==> src/rtl/data_distributor.sv <==
// data_distributor: demultiplexes a time-multiplexed sample stream into four channel outputs updated a whole frame at a time.
module data_distributor #(
  parameter int WIDTH = 1
) (
  input  logic             clk,
  input  logic             rst,
  input  logic [WIDTH-1:0] din,
  input  logic             en,
  input  logic             sync,
  output logic [WIDTH-1:0] q0,
  output logic [WIDTH-1:0] q1,
  output logic [WIDTH-1:0] q2,
  output logic [WIDTH-1:0] q3,
  output logic [1:0]       ch,
  output logic             frame,
  output logic             err
);
  logic [WIDTH-1:0] s0, s1, s2;
  logic             wr0, wr1, wr2, done;
  always_comb begin
    wr0  = en && (sync || ch == 2'd0);
    wr1  = en && !sync && ch == 2'd1;
    wr2  = en && !sync && ch == 2'd2;
    done = en && !sync && ch == 2'd3;
  end
  // the channel-3 sample is loaded straight into q3, so its shadow slot never needs storing
  always_ff @(posedge clk) begin
    if (rst) begin
      s0    <= '0;
      s1    <= '0;
      s2    <= '0;
      q0    <= '0;
      q1    <= '0;
      q2    <= '0;
      q3    <= '0;
      ch    <= '0;
      frame <= 1'b0;
      err   <= 1'b0;
    end else begin
      s0    <= wr0 ? din : s0;
      s1    <= wr1 ? din : s1;
      s2    <= wr2 ? din : s2;
      q0    <= done ? s0 : q0;
      q1    <= done ? s1 : q1;
      q2    <= done ? s2 : q2;
      q3    <= done ? din : q3;
      ch    <= !en ? ch : sync ? 2'd1 : ch + 2'd1;
      frame <= done;
      err   <= err || (en && sync && ch != 2'd0);
    end
  end
endmodule

==> config.mk <==
export PLATFORM = sky130hd
export DESIGN_NAME = data_distributor
export DESIGN_NICKNAME = d
export VERILOG_FILES = /design/src/rtl/data_distributor.sv
export SDC_FILE = /design/constraint.sdc
export NUM_CORES = 1
export LEC_CHECK = 0
export ABC_AREA = 1
export CAP_MARGIN = 20
export CORE_MARGIN = 2
export CORE_UTILIZATION = 40
export CTS_CLUSTER_SIZE = 10
export DETAILED_ROUTE_END_ITERATION = 7
export GPL_TIMING_DRIVEN = 0
export PLACE_DENSITY = 0.7
export SETUP_SLACK_MARGIN = 0.05
export SYNTH_ARGS = -nofsm -noshare
export SYNTH_HDL_FRONTEND = slang
export SYNTH_SLANG_ARGS = --single-unit
==> constraint.sdc <==
create_clock -name clk -period 1 [get_ports clk]
set_clock_uncertainty 0.1 [all_clocks]
set_input_delay 0.25 -clock clk [delete_from_list [all_inputs] [get_ports clk]]
set_output_delay 0.25 -clock clk [all_outputs]
set_load 0.03 [all_outputs]
==> flow_summary.json, run 1 <==
{
  "clk_latency_ns": 0.28,
  "ys_warn_count": 0,
  "cpMaxStageDelayCell": "dfxtp_4",
  "dpl_cell_area_um2": 707,
  "gr-total-overflow": 0,
  "ys_seq_area_frac": 0.424,
  "viasPerCell": 4.80,
  "cpPeakStageDelay_ns": 0.39,
  "netlist_instances": 70,
  "relSlewSlack": 0.868,
  "antenna_found_initial": 0,
  "io_pins": 13,
  "die_y_um": 40.0,
  "powerDensity_nw_per_um2": 1150,
  "grt_pass1_wl_um": 1740,
  "min_path_type": "in -> reg",
  "maxClockFrequency_mhz": 864,
  "drt_pass1_iterations": 4,
  "area_growth_syn_to_layout_pct": 56.9,
  "fin_util": 0.705,
  "core-area_um2": 1160,
  "hpwl_um": 650,
  "final_cells": 103,
  "slew_viol_final": 0,
  "drive_above_1_share": 0.551,
  "min_path_cells": 3,
  "place_congestion": 0.660,
  "grt_max_degree": 9,
  "cpLargestDelayFamily": "flip-flops",
  "cts.clk_slew.worst_paths_ns": 0.07,
  "die_area_um2": 1600,
  "period_share": 1.16,
  "cap_violations": 0,
  "min_period_ns": 1.16,
  "stdcell_area_um2": 815,
  "cts_buffer_depth": 2,
  "nets": 99,
  "port_buffers": 11,
  "syn_nets": 79,
  "cts_buffers": 3,
  "worstPathBufferInverterCount": 1,
  "clock-root-buffer": "clkbuf_4",
  "cp-start-kind": "register",
  "cts_tree": "yes",
  "cp.arrival_ns": 0.81,
  "crit_type": "reg -> out",
  "finalHoldViolCount": 0,
  "grtUsageTotal": 0.184,
  "violations": "setup timing",
  "grt_pass1_vias": 413,
  "ys_ff_latch": 11,
  "place_ws_ns": -0.406,
  "drt_iter0_drc": 8,
  "post_drt_wl_per_cell_um": 10.5,
  "row_count": 12,
  "start_util": 0.449,
  "reg2regPathDepth": 7,
  "syn_avg_cell_area_um2": 7.42,
  "fp.dieW_um": 40.0,
  "htree_num_levels": 1,
  "rrSetupSlack_ns": -0.14,
  "setup_ws_ns": -0.158,
  "synth.cell_area_um2": 519,
  "leakage_nw": 0.362,
  "setup_viol": 17,
  "cts_sinks": 11,
  "detail_route.drc_violations": 0,
  "vias": 494,
  "synth_cell_type_count": 14,
  "dpl.cell_count": 95,
  "drt_wl_total_um": 1090,
  "diodes": 0,
  "grt_setup_unrepaired": "yes",
  "critPathRequiredTime_ns": 0.65,
  "status": "finished, violations left",
  "end_kind": "output port",
  "path_max_fanout": 5,
  "worst_slew_pin_slew_ns": 0.197,
  "vdd.ir_drop.worst_uv": 882,
  "crit_cells": 1,
  "postRouteAntennaNets": 0,
  "crit_chain": "buf_6"
}
[per-stage QoR]
stage / hold WS (ns) / setup TNS (ns) / power (W)
4_1_cts: 0.231 / -1.52 / 0.000932
5_1_grt: 0.239 / -2.27 / 0.000984
6_report: 0.237 / -1.49 / 0.000936
3_3_place_gp: 0.352 / -6.29 / 0.000599
2_1_floorplan: 0.203 / -0.307 / 0.000557
3_5_place_dp: 0.360 / -6.35 / 0.000602
[power by group]
| part | internal (W) | leakage [nW] | switching (W) |
|---|---|---|---|
| clock | 0.000155 | 0.0150 | 0.000156 |
| combinational | 0.0000718 | 0.254 | 0.0000871 |
| sequential | 0.000450 | 0.0938 | 0.0000156 |
[state kept, by name, summed over array words and instances (netlist names)]
register / cells
ch: 2
err: 1
frame: 1
q0: 1
q1: 1
q2: 1
q3: 1
s0: 1
s1: 1
s2: 1
[cell families after synthesis]
group,count (synthesis),synth area share
AND/OR/NAND/NOR,39,0.340
buffers and inverters,12,0.0940
flip-flops,11,0.424
AO/OA/AOI/OAI,4,0.0458
adder cells (fa/ha/maj),4,0.0964
[area by class of cell]
class | instances | area, µm²
buffer | 1 | 7.51
clock buffer | 4 | 26.3
fill | 97 | 342
inverter | 11 | 46.3
multi-input combinational | 48 | 334
sequential | 11 | 235
tap | 14 | 17.5
timing repair buffer | 14 | 148
[Yosys cell counts]
library cell	instances	area share
inv_1	8	0.058
nand3b_1	1	0.014
nand3_1	2	0.019
ha_1	4	0.096
a21oi_1	2	0.019
inv_2	3	0.022
buf_4	1	0.014
nand2_1	17	0.12
a21oi_2	1	0.017
o21ai_1	1	0.0096
nand3_4	1	0.034
dfxtp_1	11	0.42
nor2_2	4	0.048
nor2_1	14	0.10
[routing by layer]
layer	up-vias	GRT usage	wire length [µm]
met5	-	0	0
met4	0	0.155	6
met3	2	0.0833	63
met2	17	0.286	550
met1	224	0.185	465
li1	251	-	-
[what timing repair did]
| action | in CTS | in global routing |
|---|---|---|
| hold buffers | 0 | 0 |
| setup buffers | 3 | 0 |
| gates resized for setup | 68 | 4 |
| pin swaps | 2 | 3 |
| endpoints found under the hold margin | 0 | 0 |
| setup endpoints to repair | 19 | 18 |
| gates cloned | 1 | 0 |
[worst paths after layout]
| kind | endpoint | startpoint |
|---|---|---|
| min reg2reg | q0$_SDFFE_PP0P_ | s0$_SDFFE_PP0P_ |
| max reg2reg | s0$_SDFFE_PP0P_ | ch[0]$_SDFFE_PP0P_ |
| max | ch[0] | ch[0]$_SDFFE_PP0P_ |
| min | frame$_SDFF_PP0_ | en |
[placed cells by master (no fill, tap or decap), drive strengths merged]
cell	instances
nand3b	1
dlygate4sd2	2
ha	4
o21ai	1
dfxtp	11
clkbuf	4
nor2	18
nand3	4
buf	12
nand2	17
inv	11
a21oi	3
clkdlybuf4s50	1
Power figures use the tool's default switching activity.
==> run 2, diff against run 1 <==
--- a/config.mk
+++ b/config.mk
@@ -7,11 +7,11 @@
 export LEC_CHECK = 0
 export ABC_AREA = 1
 export CAP_MARGIN = 20
-export CORE_MARGIN = 2
 export CORE_UTILIZATION = 40
-export CTS_CLUSTER_SIZE = 10
+export CTS_CLUSTER_SIZE = 14
 export DETAILED_ROUTE_END_ITERATION = 7
 export GPL_TIMING_DRIVEN = 0
+export HOLD_SLACK_MARGIN = 0.03
 export PLACE_DENSITY = 0.7
 export SETUP_SLACK_MARGIN = 0.05
 export SYNTH_ARGS = -nofsm -noshare
==> run 2 against run 1 <==
Effect of this change: the run still ends with setup timing left; flip-flop and latch count did not move; critical endpoint unchanged; sequential share of layout area fell by 2.2 points; non-clock buffer count rose by 1; combinational power rose by 14%; first-iteration DRC count rose by 13%.
==> flow_summary.json, run 2 (synthesis results as in run 1) <==
{
  "cpMaxStageDelayCell": "dfxtp_4",
  "layout_common_cells": "nor2_2, nand2_2, buf_6, nor2_1",
  "maxClockFrequency_mhz": 862,
  "final_cells": 104,
  "area_growth_syn_to_layout_pct": 70.1,
  "powerDensity_nw_per_um2": 1090,
  "pwr-share-seq": 0.485,
  "cts_tree": "yes",
  "end_kind": "output port",
  "min_path_type": "in -> reg",
  "worstPathBufferInverterCount": 1,
  "drive_above_1_share": 0.667,
  "clk_latency_ns": 0.28,
  "vias": 494,
  "finalHoldViolCount": 0,
  "holdWs_ns": 0.238,
  "power_frac_clock": 0.326,
  "grt_pass1_wl_um": 1880,
  "cpPeakStageDelay_ns": 0.39,
  "fp.dieW_um": 38.0,
  "io_pins": 13,
  "post_drt_wl_per_cell_um": 11.4,
  "relSlewSlack": 0.852,
  "grt_setup_unrepaired": "yes",
  "setup_viol": 17,
  "detail_route.drc_violations": 0,
  "vdd.ir_drop.worst_uv": 828,
  "min_period_ns": 1.16,
  "port_buffers": 11,
  "die_y_um": 38.0,
  "power_frac_comb": 0.189,
  "drt_wl_total_um": 1190,
  "intPower_w": 0.000689,
  "nets": 100,
  "place_congestion": 0.659,
  "stdcell_area_um2": 883,
  "antenna_found_initial": 0,
  "violations": "setup timing",
  "core-area_um2": 1160,
  "dpl_cell_area_um2": 707,
  "viasPerCell": 4.75,
  "grt_pass1_vias": 455,
  "fin_util": 0.764,
  "cts.clk_slew.worst_paths_ns": 0.08,
  "gr-total-overflow": 0,
  "crit_chain": "buf_6",
  "holdBufCountCts": 0,
  "largest_register": "ch",
  "switching_power_w": 0.000273,
  "critPathRequiredTime_ns": 0.65,
  "slew_viol_final": 0,
  "largest_reg_flops": 2,
  "period_share": 1.16,
  "clock-root-buffer": "clkbuf_4",
  "cts_sinks": 11,
  "start_util": 0.449,
  "crit_type": "reg -> out",
  "dpl.cell_count": 95,
  "grtUsageTotal": 0.208,
  "die_area_um2": 1450,
  "worst_slew_pin_slew_ns": 0.221,
  "diodes": 0,
  "swShare": 0.284,
  "htree_num_levels": 1,
  "cp-start-kind": "register",
  "drt_pass1_iterations": 4,
  "hpwl_um": 663,
  "cp.arrival_ns": 0.81,
  "cts_buffer_depth": 2,
  "cap_violations": 0,
  "grt_max_degree": 9,
  "cpLargestDelayFamily": "flip-flops",
  "setup_ws_ns": -0.161,
  "row_count": 12,
  "postRouteAntennaNets": 0,
  "drt_iter0_drc": 9,
  "leakage_nw": 0.377,
  "cts_buffers": 3,
  "path_max_fanout": 4,
  "status": "finished, violations left"
}
-- run 2: cell count changes in the layout (fill, tap and decap cells not counted), moves of 2 or more --
cell / before / now
nand2_2: 2 / 10
nand2_1: 14 / 6
inv_4: 2 / 0
ha_2: 2 / 0
nor2_2: 8 / 10
nor2_1: 10 / 8
ha_4: 2 / 4
-- run 2: worst paths after layout --
kind,cells past startpoint,end,from,slack [ns]
min,2,ch[1]$_SDFFE_PP0P_,rst,0.24
max reg2reg,7,s0$_SDFFE_PP0P_,ch[0]$_SDFFE_PP0P_,-0.15
min reg2reg,2,q0$_SDFFE_PP0P_,s0$_SDFFE_PP0P_,0.37
max,1,ch[0],ch[0]$_SDFFE_PP0P_,-0.16
-- run 2: final cells by class --
cell class	instances	area, µm²
Buffer	1	7.51
Clock buffer	4	26.3
Fill cell	87	273
Inverter	11	53.8
Multi-Input combinational cell	48	379
Sequential cell	11	235
Tap cell	14	17.5
Timing Repair Buffer	15	164
-- run 2: routing by layer --
metal  GRT usage  vias to the layer above  part of all wire
li1            -                      253                 -
met1       0.212                      227              0.40
met2       0.331                       11              0.54
met3      0.0872                        3             0.040
met4       0.161                        0             0.019
met5           0                        -                 0
-- run 2: metrics by stage --
step           total power (W)  setup slack [ns]  TNS [ns]
2_1_floorplan         0.000557           -0.0511    -0.307
3_3_place_gp          0.000600            -0.411     -6.30
3_5_place_dp          0.000601            -0.413     -6.42
4_1_cts               0.000940            -0.155     -1.54
5_1_grt                0.00102            -0.195     -2.35
6_report              0.000962            -0.161     -1.60
-- run 2: timing repair --
action                                  CTS  global route
setup buffers                             3             1
pin swaps                                 2             4
gates cloned                              1             0
endpoints found under the setup margin   19            18
resized for setup                        68            18
-- run 2: power groups by stage --
stage                     registers (W)  clock network [W]   logic, W
after CTS                      0.000466           0.000314   0.000160
after global placement         0.000477                  0   0.000123
final                          0.000466           0.000314   0.000182
after global routing           0.000468           0.000357   0.000195
after floorplan                0.000491                  0  0.0000666
after detailed placement       0.000477                  0   0.000124
==> run 3, diff against run 2 <==
--- a/config.mk
+++ b/config.mk
@@ -7,13 +7,15 @@
 export LEC_CHECK = 0
 export ABC_AREA = 1
 export CAP_MARGIN = 20
-export CORE_UTILIZATION = 40
+export CORE_AREA = 2 2 39 41
 export CTS_CLUSTER_SIZE = 14
 export DETAILED_ROUTE_END_ITERATION = 7
+export DIE_AREA = 0 0 41 43
 export GPL_TIMING_DRIVEN = 0
 export HOLD_SLACK_MARGIN = 0.03
-export PLACE_DENSITY = 0.7
+export PLACE_DENSITY = 0.66
 export SETUP_SLACK_MARGIN = 0.05
+export SKIP_LAST_GASP = 1
 export SYNTH_ARGS = -nofsm -noshare
 export SYNTH_HDL_FRONTEND = slang
 export SYNTH_SLANG_ARGS = --single-unit
==> constraint.sdc (replaced) <==
create_clock -name clk -period 1.15 [get_ports clk]
set_clock_uncertainty 0.1 [all_clocks]
set_input_delay 0.2875 -clock clk [delete_from_list [all_inputs] [get_ports clk]]
set_output_delay 0.2875 -clock clk [all_outputs]
set_load 0.03 [all_outputs]
==> run 3 against run 2 <==
Effect of this change: the flow still finishes with violations (setup timing); total power fell by 17%; clock-buffer cell count unchanged; clock power shrank 14%; first-iteration DRC count increased by 89%; combinational power is 32% lower; cell area shrank 13%; critical endpoint is now ch[1]; largest cell class unchanged; largest power group unchanged.
==> flow_summary.json, run 3 (synthesis results as in run 1) <==
{
  "status": "finished, violations left",
  "violations": "setup timing",
  "cts_buffers": 3,
  "powerDensity_nw_per_um2": 1040,
  "cp.arrival_ns": 0.78,
  "clk_latency_ns": 0.27,
  "rrSetupSlack_ns": 0.04,
  "area_growth_syn_to_layout_pct": 48.0,
  "diodes": 0,
  "grt_max_degree": 10,
  "leakage_nw": 0.362,
  "critPathRequiredTime_ns": 0.76,
  "gr-total-overflow": 0,
  "end_kind": "output port",
  "min_period_ns": 1.17,
  "cts.clk_slew.worst_paths_ns": 0.07,
  "postRouteAntennaNets": 0,
  "busiest_layer": "met2",
  "die_area_um2": 1760,
  "largest_register": "ch",
  "crit_type": "reg -> out",
  "met1_usage": 0.138,
  "use_met2": 0.206,
  "relSlewSlack": 0.871,
  "fillCellCount": 134,
  "htree_num_levels": 1,
  "drive_above_1_share": 0.500,
  "cts_tree": "yes",
  "reg2regPathDepth": 6,
  "crit_cells": 1,
  "crit_chain": "buf_6",
  "vias": 479,
  "drt_pass1_iterations": 4,
  "r2r_end": "s1$_SDFFE_PP0P_",
  "hold_path_end": "ch[1]$_SDFFE_PP0P_",
  "cp-start-kind": "register",
  "layout_common_cells": "nand2_1, nor2_1, nor2_2, buf_6",
  "grt_setup_unrepaired": "yes",
  "nets": 98,
  "fp.dieW_um": 41,
  "row_count": 14,
  "drt_wl_total_um": 1070,
  "holdBufCountCts": 0,
  "met3_usage": 0.0314,
  "post_drt_wl_per_cell_um": 10.3,
  "detail_route.drc_violations": 0,
  "place_ws_ns": -0.263,
  "finalHoldViolCount": 0,
  "die_y_um": 43,
  "cpLargestDelayFamily": "flip-flops",
  "start_util": 0.375,
  "worstPathBufferInverterCount": 1,
  "layout_commonest_cell": "nand2_1",
  "tns_ns": -0.0284,
  "maxClockFrequency_mhz": 855,
  "viasPerCell": 4.61,
  "period_share": 1.02,
  "cts_sinks": 11,
  "grtUsageTotal": 0.130,
  "min_path_type": "in -> reg",
  "largest_reg_flops": 2,
  "min_path_cells": 2,
  "drt_iter0_drc": 17,
  "io_pins": 13,
  "worst_slew_pin_slew_ns": 0.193,
  "port_buffers": 11,
  "path_max_fanout": 5,
  "core-area_um2": 1380,
  "r2r-start": "ch[0]$_SDFFE_PP0P_",
  "slew_viol_final": 0,
  "cts_buffer_depth": 2,
  "place_congestion": 0.729,
  "fin_util": 0.555,
  "cpPeakStageDelay_ns": 0.38,
  "vdd.ir_drop.worst_uv": 436,
  "cap_violations": 0,
  "grt_pass1_wl_um": 1480,
  "hpwl_um": 633,
  "setup_ws_ns": -0.0197,
  "grt_pass1_vias": 380,
  "hold_start": "rst",
  "setup_viol": 2,
  "antenna_found_initial": 0,
  "clock-root-buffer": "clkbuf_4",
  "cpMaxStageDelayCell": "dfxtp_4"
}
==> run 3: metrics by stage <==
| stage | std cells | area, µm² | hold WS [ns] | power, W |
|---|---|---|---|---|
| after floorplan | 70 | 529 | 0.241 | 0.000469 |
| after global placement | 97 | 659 | 0.357 | 0.000506 |
| after detailed placement | 97 | 659 | 0.368 | 0.000507 |
| after CTS | 102 | 717 | 0.245 | 0.000782 |
| after global routing | 104 | 768 | 0.175 | 0.000842 |
| final | 104 | 768 | 0.160 | 0.000796 |
==> run 3: report_power, final <==
| part | switching [W] | total [W] | leakage (nW) | internal, W |
|---|---|---|---|---|
| clock | 0.000136 | 0.000270 | 0.0150 | 0.000135 |
| sequential | 0.0000110 | 0.000403 | 0.0938 | 0.000392 |
| combinational | 0.0000693 | 0.000124 | 0.254 | 0.0000543 |
==> run 3: final cells by class <==
type | count | area [µm²] | area share
timing repair buffer | 13 | 136 | 0.178
multi-input combinational | 48 | 302 | 0.393
tap | 16 | 20.0 | 0.0261
buffer | 1 | 7.51 | 0.00977
sequential | 11 | 235 | 0.306
inverter | 11 | 41.3 | 0.0537
clock buffer | 4 | 26.3 | 0.0342
==> run 3: metal layers <==
| layer | vias up | routed length, µm |
|---|---|---|
| li1 | 248 | - |
| met1 | 205 | 428 |
| met2 | 21 | 532 |
| met3 | 5 | 77 |
| met4 | 0 | 36 |
| met5 | - | 0 |
==> run 3: how the worst max path moves through the flow <==
stage / endpoint / slack [ns] / start
after floorplan: q0$_SDFFE_PP0P_ / 0.05 / ch[0]$_SDFFE_PP0P_
after global placement: ch[0] / -0.27 / ch[0]$_SDFFE_PP0P_
after detailed placement: ch[0] / -0.26 / ch[0]$_SDFFE_PP0P_
after CTS: ch[0] / -0.03 / ch[0]$_SDFFE_PP0P_
after global routing: ch[1] / -0.05 / ch[1]$_SDFFE_PP0P_
final: ch[1] / -0.02 / ch[1]$_SDFFE_PP0P_
==> run 3: timing repair <==
| item | 4_1_cts | 5_1_grt |
|---|---|---|
| buffers inserted | 1 | 1 |
| endpoints found under the setup margin | 11 | 16 |
| pin swaps | 0 | 4 |
| gates resized for setup | 66 | 9 |
| gates cloned | 0 | 1 |
